### src/rtl/imem_loader_pkg.sv
// rtl/imem_loader_pkg.sv - shared types and constants for the instruction memory loader
package imem_loader_pkg;

    localparam int BYTE_W = 8;

    typedef enum logic [2:0] {
        IDLE,
        LEN_LO,
        LEN_HI,
        DATA,
        CHK,
        DONE,
        ERR
    } state_t;

endpackage

### src/rtl/imem_loader_asm.sv
// rtl/imem_loader_asm.sv - little-endian byte-to-word assembler for the imem loader
module imem_loader_asm
    import imem_loader_pkg::*;
#(
    parameter int INSTR_W = 16
) (
    input  logic               clk,
    input  logic               rst,
    input  logic               clear,
    input  logic               byte_valid,
    input  logic [BYTE_W-1:0]  byte_data,
    output logic               word_valid,
    output logic [INSTR_W-1:0] word
);

    localparam int BPW    = (INSTR_W + 7) / 8;
    localparam int FULL_W = BPW * BYTE_W;

    generate
        if (BPW == 1) begin : g_one
            // A single byte already is a whole word; nothing to hold.
            assign word_valid = byte_valid;
            assign word       = byte_data[INSTR_W-1:0];
        end else begin : g_multi
            localparam int SR_W = (BPW - 1) * BYTE_W;

            logic [SR_W-1:0]   sr;
            logic [SR_W-1:0]   sr_next;
            logic [1:0]        idx;
            logic [FULL_W-1:0] full;

            // The current byte completes the word, so the word is formed
            // combinationally and the top can register it on the same edge.
            assign full       = {byte_data, sr};
            assign word_valid = byte_valid && (idx == 2'(BPW - 1));
            assign word       = full[INSTR_W-1:0];

            if (BPW == 2) begin : g_shift2
                assign sr_next = byte_data;
            end else begin : g_shiftn
                assign sr_next = {byte_data, sr[SR_W-1:BYTE_W]};
            end

            // Shift bytes in from the top so the first byte ends lowest.
            always_ff @(posedge clk or posedge rst) begin
                if (rst) begin
                    sr  <= '0;
                    idx <= '0;
                end else if (clear) begin
                    idx <= '0;
                end else if (byte_valid) begin
                    sr  <= sr_next;
                    idx <= word_valid ? 2'd0 : idx + 2'd1;
                end
            end
        end
    endgenerate

endmodule

### src/rtl/imem_loader.sv
// rtl/imem_loader.sv - length-prefixed byte stream loader for imem (option: IMEM_LOADER_CHECKSUM_EN)
module imem_loader
    import imem_loader_pkg::*;
#(
    parameter int INSTR_W = 16,
    parameter int ADDR_W  = 8
) (
    input  logic               clk,
    input  logic               rst,
    input  logic               start,
    input  logic [7:0]         s_data,
    input  logic               s_valid,
    output logic               s_ready,
    output logic               wr_en,
    output logic [ADDR_W-1:0]  wr_addr,
    output logic [INSTR_W-1:0] wr_data,
    output logic               cpu_hold,
    output logic               done,
    output logic               err
);

    localparam logic [31:0] CAP = 32'd1 << ADDR_W;

    state_t             state;
    state_t             state_next;
    logic [7:0]         n_lo;
    logic [15:0]        n_words;
    logic [ADDR_W:0]    word_cnt;
    logic               accept;
    logic [15:0]        n_full;
    logic               last_word;
    logic               word_valid;
    logic [INSTR_W-1:0] word;
`ifdef IMEM_LOADER_CHECKSUM_EN
    logic [7:0]         chk;
`endif

    assign accept    = s_valid && s_ready;
    assign n_full    = {s_data, n_lo};
    // word_cnt is one bit wider than the address so a full image of
    // 2^ADDR_W words compares correctly without wrapping.
    assign last_word = (32'(word_cnt) + 32'd1) == 32'(n_words);

    imem_loader_asm #(
        .INSTR_W (INSTR_W)
    ) u_asm (
        .clk        (clk),
        .rst        (rst),
        .clear      (state == LEN_HI),
        .byte_valid (accept && (state == DATA)),
        .byte_data  (s_data),
        .word_valid (word_valid),
        .word       (word)
    );

    // State register.
    always_ff @(posedge clk or posedge rst) begin
        if (rst) begin
            state <= IDLE;
        end else begin
            state <= state_next;
        end
    end

    // Next-state decode; start is only honoured when not mid-load.
    always_comb begin
        state_next = state;
        case (state)
            IDLE:   if (start) state_next = LEN_LO;
            LEN_LO: if (accept) state_next = LEN_HI;
            LEN_HI: begin
                if (accept) begin
                    if (n_full == 16'd0) begin
`ifdef IMEM_LOADER_CHECKSUM_EN
                        state_next = CHK;
`else
                        state_next = DONE;
`endif
                    end else if (32'(n_full) > CAP) begin
                        state_next = ERR;
                    end else begin
                        state_next = DATA;
                    end
                end
            end
            DATA: begin
                if (word_valid && last_word) begin
`ifdef IMEM_LOADER_CHECKSUM_EN
                    state_next = CHK;
`else
                    state_next = DONE;
`endif
                end
            end
`ifdef IMEM_LOADER_CHECKSUM_EN
            CHK:    if (accept) state_next = (s_data == chk) ? DONE : ERR;
`endif
            DONE:   if (start) state_next = LEN_LO;
            ERR:    if (start) state_next = LEN_LO;
            default: state_next = IDLE;
        endcase
    end

    // Registered outputs and datapath; status flags follow the next state
    // so they line up with the state they describe.
    always_ff @(posedge clk or posedge rst) begin
        if (rst) begin
            s_ready  <= 1'b0;
            wr_en    <= 1'b0;
            wr_addr  <= '0;
            wr_data  <= '0;
            cpu_hold <= 1'b1;
            done     <= 1'b0;
            err      <= 1'b0;
            n_lo     <= '0;
            n_words  <= '0;
            word_cnt <= '0;
        end else begin
            s_ready  <= (state_next == LEN_LO) || (state_next == LEN_HI) ||
                        (state_next == DATA)   || (state_next == CHK);
            done     <= (state_next == DONE);
            err      <= (state_next == ERR);
            cpu_hold <= (state_next != DONE);
            wr_en    <= 1'b0;
            if (accept && (state == LEN_LO)) begin
                n_lo <= s_data;
            end
            if (accept && (state == LEN_HI)) begin
                n_words  <= n_full;
                word_cnt <= '0;
            end
            if (word_valid) begin
                wr_en    <= 1'b1;
                wr_data  <= word;
                wr_addr  <= word_cnt[ADDR_W-1:0];
                word_cnt <= word_cnt + 1'b1;
            end
            if (start && ((state == DONE) || (state == ERR))) begin
                word_cnt <= '0;
                wr_addr  <= '0;
            end
        end
    end

`ifdef IMEM_LOADER_CHECKSUM_EN
    // Running XOR of every byte from N_lo onward; restarts on N_lo.
    always_ff @(posedge clk or posedge rst) begin
        if (rst) begin
            chk <= '0;
        end else if (accept) begin
            chk <= (state == LEN_LO) ? s_data : (chk ^ s_data);
        end
    end
`endif

endmodule

### config.mk
export PLATFORM = sky130hd
export DESIGN_NAME = imem_loader
export DESIGN_NICKNAME = d
export VERILOG_FILES = /design/src/rtl/imem_loader_pkg.sv /design/src/rtl/imem_loader_asm.sv /design/src/rtl/imem_loader.sv
export SDC_FILE = /design/constraint.sdc
export NUM_CORES = 1
export LEC_CHECK = 0
export BUFFER_PORTS_ARGS = -buffer_cell sky130_fd_sc_hd__buf_2
export CORE_AREA = 4 4 78 95
export CTS_BUF_LIST = sky130_fd_sc_hd__clkbuf_4
export DETAILED_ROUTE_END_ITERATION = 12
export DIE_AREA = 0 0 82 99
export HOLD_SLACK_MARGIN = 0.1
export PLACE_DENSITY = 0.8
export SLEW_MARGIN = 5
export SYNTH_ARGS = -nofsm -noshare
export SYNTH_HDL_FRONTEND = slang
export SYNTH_SLANG_ARGS = --single-unit
### constraint.sdc
create_clock -name clk -period 6.7 [get_ports clk]
set_clock_uncertainty 0.2 [all_clocks]
set_input_delay 1.005 -clock clk [delete_from_list [all_inputs] [get_ports clk]]
set_output_delay 1.005 -clock clk [all_outputs]
set_load 0.01 [all_outputs]
Yosys cells after proc, flatten, opt, wreduce, memory -nomap -nowiden
Cells that the tools add are included.
{"block": "op_classes", "n_mux": 16, "n_lt_le_gt_ge": 1, "eq_ne": 14, "bitwise": 1, "n_reduce_logical": 18, "n_addsub": 3}
{"cell": "$mux W9", "count": 3}
{"cell": "$mux W3", "count": 6}
{"cell": "$eq A10 B16 Y1", "count": 1}
{"cell": "$gt A16 B9 Y1 const B", "count": 1}
{"cell": "$logic_not A16 Y1", "count": 1}
{"cell": "$mux W8", "count": 2}
{"cell": "$eq A3 B3 Y1 const B", "count": 5}
{"cell": "$eq A3 B2 Y1 const B", "count": 4}
{"cell": "$pmux W3 S4", "count": 1}
{"cell": "$add A9 B1 Y10 const B", "count": 1}
{"cell": "$add A9 B1 Y9 const B", "count": 1}
{"cell": "$logic_and A1 B1 Y1", "count": 7}
{"cell": "$eq A3 B1 Y1 const B", "count": 2}
{"cell": "$mux W2", "count": 3}
{"cell": "$logic_or A1 B1 Y1", "count": 4}
{"cell": "$reduce_bool A2 Y1", "count": 2}
{"cell": "$logic_not A3 Y1", "count": 1}
{"cell": "$ne A3 B3 Y1 const B", "count": 1}
{"cell": "$reduce_bool A3 Y1", "count": 1}
{"cell": "$reduce_or A3 Y1", "count": 1}
{"cell": "$add A2 B1 Y2 const B", "count": 1}
{"cell": "$eq A2 B1 Y1 const B", "count": 1}
{"cell": "$reduce_and A2 Y1", "count": 1}
{"cell": "$mux W1", "count": 1}
{"cell": "$not A1 Y1", "count": 1}
{"block": "word_totals", "regBits": 75, "inputBits": 12, "wordCells": 66}

Depth between registers and ports, before layout
Gate-level depths: netlist of run 1.
{"block": "depth", "word_depth": 10, "depth_mapped": 8}

Cells and area by module
A second synthesis of run 1 with hierarchy kept.
{"block": "unflattened", "cells_unflattened": 287, "hier_area_um2": 3529.6}
{"mod": "imem_loader", "area_per_inst_um2": 3041.7, "cells_per_inst": 253, "n_inst": 1, "seq_area_each_um2": 1627.8}
{"mod": "imem_loader_asm", "area_per_inst_um2": 488.0, "cells_per_inst": 34, "n_inst": 1, "seq_area_each_um2": 250.2}

Worst setup path after synthesis of run 1
OpenSTA, ideal clock, no wires.
{"block": "synth_timing", "path_kind": "input port to flip-flop", "from": "in s_data[3]", "to": "reg state[1]", "stages": 5, "n_path_buf": 0, "setup_ps": 121, "arrival_time_ps": 2353, "slack_ps": 4026, "cell_sequence": "nor4_1 -> nand2_1 -> or4_2 -> a41o_2 -> a41o_1"}
{"block": "synth_between", "elab_chain_len": 4}
{"item": "from (decl)", "line_no": "imem_loader.sv:11", "source": "input logic [7:0] s_data,"}
{"item": "$logic_not A16 Y1", "line_no": "imem_loader.sv:73", "source": "if (n_full == 16'd0) begin"}
{"item": "$mux W3", "line_no": "imem_loader.sv:73"}
{"item": "$mux W3", "line_no": "imem_loader.sv:72", "source": "if (accept) begin"}
{"item": "$pmux W3 S4", "line_no": "imem_loader.sv:68", "source": "case (state)"}
{"item": "named net state_next[1]", "line_no": "imem_loader.sv:25", "source": "state_t state_next;"}
{"item": "to (signal assigned)", "line_no": "imem_loader.sv:61", "source": "state <= state_next;"}
{"item": "to (decl)", "line_no": "imem_loader.sv:24", "source": "state_t state;"}
The timed path passes the listed nets, and every way through them passes these cells.
A chain may end at the register's enable or synchronous reset.

Final worst setup path of run 1
{"block": "layout_timing", "from": "in s_valid", "to": "reg state[1]"}
{"block": "layout_between", "elab_chain_len": 6, "elab_cells_between_ends": 8, "cone_classes": "mux (4); reduce/logical (4)"}
{"item": "from (decl)", "line_no": "imem_loader.sv:12", "source": "input logic s_valid,"}
{"item": "$logic_and A1 B1 Y1 *", "line_no": "imem_loader.sv:38", "source": "assign accept = s_valid && s_ready;"}
{"item": "$logic_and A1 B1 Y1", "line_no": "imem_loader.sv:50", "source": ".byte_valid (accept && (state == DATA)),"}
{"item": "$logic_and A1 B1 Y1", "line_no": "imem_loader_asm.sv:35", "source": "assign word_valid = byte_valid && (idx == 2'(BPW - 1));"}
{"item": "$logic_and A1 B1 Y1", "line_no": "imem_loader.sv:87", "source": "if (word_valid && last_word) begin"}
{"item": "$mux W3", "line_no": "imem_loader.sv:87"}
{"item": "$pmux W3 S4 *", "line_no": "imem_loader.sv:68"}
{"item": "named net state_next[1]", "line_no": "imem_loader.sv:25"}
Mark *: on every way through the listed nets, which the timed path passes. The rest lies on a longest branch.

==> reports/metrics.csv, run 1 <==
metric,value,unit
worstHoldEndpoint,wr_data[8],
areaGrowthSynthToFinish,10.4,%
synth-main-ff-cell,dfrtp_1,
synthesis.instances,323,
worstSetupPathType,input port to flip-flop,
fillCellCount,549,
vias_per_cell,5.84,
fin_nets,375,
synth-seq-area-share,53.5,%
cts_max_level,3,
synth-edff-count,0,
reg2reg_depth,8,
fin_area,3870,sq um
wire_per_inst,15.9,um
r2r-start,state[1],
grt_antenna_before_repair,1,
p_leak,1.80,nW
grt_pass1_wl,12.1,mm
arrival,3550,ps
io-pin-count,41,
p_sw,0.567,mW
cts_tree,yes,
finalWirelength,7.21,mm
period_share,51.5,%
final_cell_mix,"dfrtp_1, nand2_1, buf_2",
postRouteAntennaNets,0,
holdBufCountCts,0,
synth.avg_cell_area,10.9,sq um
cts-root-buf,clkbuf_4,
finalNonFillerCells,453,
clock_sinks,75,
start_util,54.8,%
dieHeight,99,um
fin_tns_setup,0,ps
grt_pass1_vias,2510,
min_period,3450,ps
drive_gt1_share,28.6,%
clk_latency,410,ps
cap_violations,0,
synthesis.area,3510,sq um
yosysUniqueCellTypes,60,
power.density,403,nW/um^2
pwr-share-comb,33.6,%
ir_worst_vdd,0.252,mV
vias,2645,
p_seq_share,49.1,%
dp_cells,436,
max_freq,290,MHz
slew_headroom,29.8,%
status,"finished, final reports clean",
synth-async-reset-ratio,100,%
first_pass_iters,5,
dpl_cell_area,3740,sq um
grt_overflow_total,0,
critical_path.max_fanout,33,
syn_nets,336,
grt_use_total,19.3,%
drtIter0Drc,238,
hold_viol,0,
start_kind,input port,
postCtsSetupBuffers,0,
place_congestion,0.826,
ys_ff_latch,75,
cts_buffers,9,
synth_warnings,0,
dieWidth,82,um
core,6410,sq um
drv_slew,0,
row_count,32,
die-area,8120,sq um
fin_util,60.5,%
endpoint_kind,flip-flop,
r2r_end,state[1],
clockBufferDepth,2,
hp-start,wr_data[8],
min_path_type,flip-flop to flip-flop,
tightestPinTransition,1050,ps
clk_pin_slew_worst_paths,130,ps
final_common_cell,dfrtp_1,
p_int,0.996,mW
r2r_slack,3310,ps
ctsResizeCount,0,
hold_depth,2,
rsz0062_at_grt,no,
io_buffers,40,
required,6800,ps
sw_frac_of_total,36.3,%
setup_viol,0,
clockPowerShare,17.3,%
hpwl,5.03,mm
drc,0,
grt_max_degree,76,
[logic make-up after synthesis]
| group | count (synthesis) | share of synthesized area (%) |
|---|---|---|
| XOR/XNOR | 10 | 2.50 |
| adder cells (fa/ha/maj) | 1 | 0.356 |
| buffers and inverters | 20 | 3.35 |
| AND/OR/NAND/NOR | 126 | 17.4 |
| AO/OA/AOI/OAI | 60 | 12.9 |
| multiplexers | 31 | 9.91 |
| flip-flops | 75 | 53.5 |
[power groups by stage]
stage,registers (mW),logic (mW),clock network (mW)
final,0.767,0.525,0.271
after global routing,0.796,0.585,0.293
after CTS,0.767,0.530,0.273
after detailed placement,0.776,0.528,0
after global placement,0.768,0.511,0
after floorplan,0.761,0.384,0
[flip-flops by register name, indices dropped and copies added, names as in the netlist]
signal / count
wr_en: 1
cpu_hold: 1
err: 1
n_lo: 8
done: 1
wr_data: 16
wr_addr: 8
word_cnt: 9
n_words: 16
u_asm.g_multi.idx: 2
state: 3
s_ready: 1
u_asm.g_multi.sr: 8
[worst max-delay path, cell delays in order]
cell     delay (ps)
buf_2            90
and4b_1         220
nand2_1          60
buf_4           220
inv_1           790
o21ai_0         270
nor4_2          380
nand4_2         210
a41o_1          300
[routing by layer]
metal	track usage [%]	up-vias	wire length (um)
met4	9.34	0	235
met1	24.5	1285	3020
met2	31.4	91	3570
met5	0	-	0
li1	-	1246	-
met3	3.56	23	377
[final cells by class]
| type | count | area, sq um | share of cell area (%) |
|---|---|---|---|
| clock buffers | 9 | 67.6 | 1.74 |
| multi-input cells | 228 | 1510 | 39.1 |
| inverters | 6 | 22.5 | 0.581 |
| well taps | 85 | 106 | 2.75 |
| clock inverters | 7 | 67.6 | 1.74 |
| diodes | 1 | 2.50 | 0.0646 |
| repair buffers | 42 | 215 | 5.56 |
| flip-flops and latches | 75 | 1880 | 48.5 |
[worst max-delay path by stage]
stage	start	end	slack, ps
after global placement	s_valid	state[1]	3040
final	s_valid	state[1]	3250
after CTS	s_valid	state[1]	3300
after detailed placement	s_valid	state[1]	2840
after global routing	s_valid	state[1]	3070
after floorplan	rst	done	3590
[cells in the mapped netlist, drive strengths merged (4+ instances only)]
library cell / number / area (sq um)
o21ai: 17 / 85.1
dfrtp: 74 / 1850
nand3: 5 / 25.0
clkbuf: 7 / 56.3
inv: 6 / 22.5
nand4: 4 / 31.3
a22o: 9 / 78.8
xor2: 4 / 35.0
xnor2: 6 / 52.6
nor3: 8 / 45.0
nor2: 13 / 48.8
a21oi: 4 / 20.0
mux2: 30 / 338
buf: 7 / 38.8
and2: 5 / 32.5
nor4: 7 / 50.1
nand2: 70 / 263
[per-stage QoR]
stage | hold WS (ps) | setup WS, ps | power (mW)
after floorplan | 235 | 3590 | 1.15
after global placement | 254 | 3040 | 1.28
after detailed placement | 253 | 2840 | 1.30
after CTS | 288 | 3300 | 1.57
after global routing | 314 | 3070 | 1.67
final | 283 | 3250 | 1.56
No activity file was read; power rests on OpenSTA's default activity.
==> run 2, diff against run 1 <==
--- a/config.mk
+++ b/config.mk
@@ -5,13 +5,14 @@
 export SDC_FILE = /design/constraint.sdc
 export NUM_CORES = 1
 export LEC_CHECK = 0
+export ABC_AREA = 1
 export BUFFER_PORTS_ARGS = -buffer_cell sky130_fd_sc_hd__buf_2
 export CORE_AREA = 4 4 78 95
 export CTS_BUF_LIST = sky130_fd_sc_hd__clkbuf_4
 export DETAILED_ROUTE_END_ITERATION = 12
 export DIE_AREA = 0 0 82 99
 export HOLD_SLACK_MARGIN = 0.1
-export PLACE_DENSITY = 0.8
+export PLACE_DENSITY = 0.81
 export SLEW_MARGIN = 5
 export SYNTH_ARGS = -nofsm -noshare
 export SYNTH_HDL_FRONTEND = slang
==> constraint.sdc (replaced) <==
create_clock -name clk -period 3.1 [get_ports clk]
set_clock_uncertainty 0.2 [all_clocks]
set_input_delay 0.465 -clock clk [delete_from_list [all_inputs] [get_ports clk]]
set_output_delay 0.465 -clock clk [all_outputs]
set_load 0.01 [all_outputs]
==> reports/metrics.csv, run 2 <==
metric,value,unit
status,"finished, final reports clean",
diodes,0,
synth-edff-count,0,
crit_path_frequent_cell,nand2_1,
drtIter0Drc,177,
worstSetupPathType,flip-flop to flip-flop,
ctsResizeCount,0,
synth_common_cells,"nand2_1, dfrtp_1, inv_1, o21ai_0, nor2_1",
syn_nets,437,
synth_top_area_cell,dfrtp_1,
synth.avg_cell_area,8.06,sq um
io-pin-count,41,
fin_nets,485,
drc,0,
endpoint_kind,flip-flop,
r2r-start,state[1],
critical_path.max_fanout,19,
grt_pass1_vias,2796,
fin_tns_setup,0,ps
cts_tree,yes,
hpwl,5.33,mm
synth-seq-area-share,54.9,%
cpLargestDelayFamily,simple AND/OR/NAND/NOR gates,
tightestPinTransition,666,ps
hp-start,s_data[2],
clockBufferDepth,2,
cp_num_buf_inv,0,
max_freq,439,MHz
cts_max_level,3,
r2r_end,err,
dieHeight,99,um
io_buffers,40,
largest_registers,"n_words x16, wr_data x16, word_cnt x9",
yosysUniqueCellTypes,27,
drv_slew,0,
first_pass_iters,5,
start_util,53.4,%
wire_per_inst,13.0,um
grt_max_degree,38,
required,3240,ps
rsz0062_at_grt,no,
cap_violations,0,
min_period,2280,ps
synth_top_area_share,54.2,%
ys_ff_latch,75,
fin_util,60.9,%
synth.most_common_cell,nand2_1,
p_total,3.54,mW
fin_ws,822,ps
slew_headroom,55.5,%
hold_viol,0,
start_kind,flip-flop,
finalNonFillerCells,562,
dp_cells,543,
p_leak,2.04,nW
synthesis.area,3420,sq um
row_count,32,
reg2reg_depth,11,
clk_latency,430,ps
place_congestion,0.941,
fin_area,3900,sq um
grt_pass1_wl,12.8,mm
final_common_cell,nand2_1,
ir_worst_vdd,0.583,mV
crit_chain,nand2_2 > nor2_4 > nand2_4 > nor3_4 > nand3_1 > nor2_1 > nand3_1 > nand2_1 > nand2_1 > nand2_1 > nor2_1,
grt_overflow_total,0,
synth-async-reset-ratio,100,%
areaGrowthSynthToFinish,14.1,%
cts_buffers,9,
drive_gt1_share,15.7,%
period_share,73.5,%
finalWirelength,7.31,mm
cts-root-buf,clkbuf_4,
synthesis.instances,424,
postRouteAntennaNets,0,
worstHoldEndpoint,wr_data[10],
slowest_stage,nor3_4,
hold_depth,3,
core,6410,sq um
holdBufCountCts,3,
synth-main-ff-cell,dfrtp_1,
dpl_cell_area,3700,sq um
dieWidth,82,um
synth_warnings,0,
vias_per_cell,5.14,
final_cell_mix,"nand2_1, dfrtp_1, inv_1",
setup_viol,0,
clk_pin_slew_worst_paths,130,ps
vias,2888,
yosys-top-cells-area,"dfrtp_1, nand2_1, o21ai_0, inv_1, nand3_1",
power.density,908,nW/um^2
max_stage_delay,540,ps
grt_antenna_before_repair,0,
postCtsSetupBuffers,0,
clock_sinks,75,
min_path_type,input port to flip-flop,
r2r_slack,820,ps
arrival,2420,ps
die-area,8120,sq um
pre_cts_slack,766,ps
hold_ws,171,ps
grt_use_total,20.6,%
path_depth,11,
[run 2: cell types whose count changed in the layout (fill, tap and decap cells not counted), moves of 9 or more]
cell / delta
nand2_1: +72
a22o_1: -9
nand3_1: +24
mux2_2: -30
o21ai_0: +21
o21ai_1: +18
nor2_1: +21
inv_1: +42
[run 2: worst max path at each step]
stage                        start           to  slack, ps
after global placement     s_valid      s_ready        840
final                     state[1]          err        820
after floorplan                rst         done        530
after CTS                 state[0]          err        850
after global routing      state[1]  word_cnt[4]        670
after detailed placement   s_valid      s_ready        770
[run 2: layout make-up]
class | count | area, sq um
Multi-Input combinational cell | 290 | 1310
Tap cell | 85 | 106
Sequential cell | 75 | 1880
Fill cell | 565 | 2510
Clock inverter | 7 | 98.8
Inverter | 49 | 184
Clock buffer | 9 | 67.6
Timing Repair Buffer | 47 | 260
[run 2: where the power goes]
part           switching, mW  total, mW  internal (mW)
Clock                  0.368      0.702          0.334
Sequential             0.273       1.63           1.35
Combinational          0.776       1.21          0.437
Total                   1.42       3.54           2.12
[run 2: kinds of logic (layout without fill, tap and decap cells)]
logic type      count (synthesis)  count (layout)  synth area share, %
flops                          75              75                 54.9
simple gates                  224             224                 28.0
compound gates                 65              65                 9.81
fa+ha+maj                       1               1                0.366
buf+inv                        59             112                 6.92
[run 2: worst register-to-register path: stages (launching register included)]
cell and delay, ps:
dfrtp_1 460, nand2_2 100, nor2_4 130, nand2_4 140, nor3_4 540, nand3_1 170
nor2_1 120, nand3_1 80, nand2_1 80, nand2_1 70, nand2_1 80, nor2_1 40
[run 2: routing by layer]
metal	up-vias	track usage, %	wire [um]
li1	1441	-	-
met1	1327	27.2	3210
met2	96	31.3	3450
met3	24	4.48	378
met4	0	10.9	274
met5	-	0	0
==> run 3, diff against run 2 <==
--- a/config.mk
+++ b/config.mk
@@ -7,12 +7,12 @@
 export LEC_CHECK = 0
 export ABC_AREA = 1
 export BUFFER_PORTS_ARGS = -buffer_cell sky130_fd_sc_hd__buf_2
-export CORE_AREA = 4 4 78 95
+export CORE_AREA = 4 4 77 94
 export CTS_BUF_LIST = sky130_fd_sc_hd__clkbuf_4
 export DETAILED_ROUTE_END_ITERATION = 12
-export DIE_AREA = 0 0 82 99
+export DIE_AREA = 0 0 81 98
 export HOLD_SLACK_MARGIN = 0.1
-export PLACE_DENSITY = 0.81
+export PLACE_DENSITY = 0.8
 export SLEW_MARGIN = 5
 export SYNTH_ARGS = -nofsm -noshare
 export SYNTH_HDL_FRONTEND = slang
==> constraint.sdc (replaced) <==
create_clock -name clk -period 2.2 [get_ports clk]
set_clock_uncertainty 0.2 [all_clocks]
set_input_delay 0.33 -clock clk [delete_from_list [all_inputs] [get_ports clk]]
set_output_delay 0.33 -clock clk [all_outputs]
set_load 0.01 [all_outputs]
==> reports/metrics.csv, run 3 (synthesis gave the netlist of run 2 again) <==
metric,value,unit
period_share,95.6,%
multi_input_area,1330,sq um
arrival,2250,ps
cts_tree,yes,
tightestPinTransition,588,ps
min_path_type,input port to flip-flop,
p_sw,2.07,mW
final_cell_mix,"nand2_1, dfrtp_1, inv_1",
drtIter0Drc,186,
wire_per_inst,13.6,um
slew_headroom,60.7,%
grt_pass1_vias,2884,
fin_area,4090,sq um
final_common_cell,nand2_1,
grt_antenna_before_repair,0,
hold_viol,0,
fin_ws,97.8,ps
clk_latency,430,ps
postRouteAntennaNets,0,
largest_registers,"n_words x16, wr_data x16, word_cnt x9",
rsz0062_at_grt,yes,
min_period,2100,ps
grt_util_met1,26.5,%
p_total,5.02,mW
setup_viol,0,
vias_per_cell,5.17,
use_met3,5.17,%
drv_slew,0,
dpl_cell_area,3790,sq um
grt_max_degree,40,
fin_nets,506,
place_congestion,0.883,
die-area,7940,sq um
dieWidth,81,um
start_util,54.1,%
p_leak,2.13,nW
pwr-share-comb,36.8,%
io_buffers,40,
pre_cts_slack,121,ps
fillCellCount,549,
diodes,0,
cts_max_level,3,
cts-root-buf,clkbuf_4,
start_kind,flip-flop,
worstSetupPathType,flip-flop to flip-flop,
ff_latch_area,1880,sq um
hpwl,5.63,mm
clk_pin_slew_worst_paths,130,ps
cap_violations,0,
p_seq_share,45.8,%
row_count,32,
ir_worst_vdd,0.777,mV
drc,0,
grt_pass1_wl,13.2,mm
critical_path.max_fanout,6,
status,"finished, final reports clean",
finalWirelength,7.93,mm
hold_ws,155,ps
required,2350,ps
drive_gt1_share,19.3,%
io-pin-count,41,
clockBufferDepth,2,
busiest_layer,met2,
core,6330,sq um
grt_overflow_total,0,
clock_sinks,75,
cts_buffers,9,
grt_use_met2,35.4,%
r2r_slack,100,ps
dieHeight,98,um
areaGrowthSynthToFinish,19.6,%
hp-start,start,
r2r-start,state[0],
endpoint_kind,flip-flop,
grt_use_total,21.6,%
crit_path_start,state[0],
power.density,1230,nW/um^2
vias,3016,
clockPowerShare,17.4,%
first_pass_iters,5,
max_freq,476,MHz
p_int,2.96,mW
sw_frac_of_total,41.1,%
==> run 3: critical path: stages, from the launching register on <==
cell	delay, ps
dfrtp_1	460
nand2_2	100
nor2_4	130
nand2_4	70
nor3_4	320
nand3_1	190
nor2_1	160
nand3_1	110
nand2_2	90
nand3_2	50
nand2_1	80
inv_1	50
==> run 3: metrics by stage <==
step | cells | utilization, % | TNS, ps
2_1_floorplan | 424 | - | 0
3_3_place_gp | 552 | 59.9 | 0
3_5_place_dp | 552 | 59.9 | 0
4_1_cts | 577 | 63.6 | 0
5_1_grt | 583 | 64.7 | -88.9
6_report | 583 | 64.7 | 0
==> run 3: worst paths after layout <==
| check | end | cells past startpoint |
|---|---|---|
| min in group asynchronous | wr_addr[6] | 3 |
| min | cpu_hold | 5 |
| max | s_ready | 11 |
| max in group asynchronous | cpu_hold | 4 |
| max reg2reg | s_ready | 11 |
| min reg2reg | wr_addr[2] | 2 |
==> run 3: metal layers <==
layer  part of all wire, %  wire [um]
met1                    42       3330
met2                    49       3900
met3                   5.7        454
met4                   3.0        240
met5                     0          0
==> run 3: layout make-up <==
cell class                 count  share of cell area, %
multi-input combinational    290                   32.4
sequential                    75                   46.0
inverter                      49                   4.59
clock inverter                 7                   1.93
clock buffer                   9                   1.65
timing repair buffer          68                   10.9
tap                           85                   2.60
==> run 3: timing repair <==
action,in CTS,in global routing
gates resized for setup,0,6
setup buffers,0,6
setup endpoints to repair,0,13
hold buffers,9,0
endpoints found under the hold margin,52,0
==> run 3: power by group through the flow <==
stage	Combinational (mW)	Sequential (mW)	Clock [mW]
global route	2.10	2.37	0.949
detailed placement	1.76	2.31	0
global placement	1.67	2.29	0
finish	1.85	2.30	0.874
CTS	1.78	2.29	0.877
floorplan	1.16	2.32	0
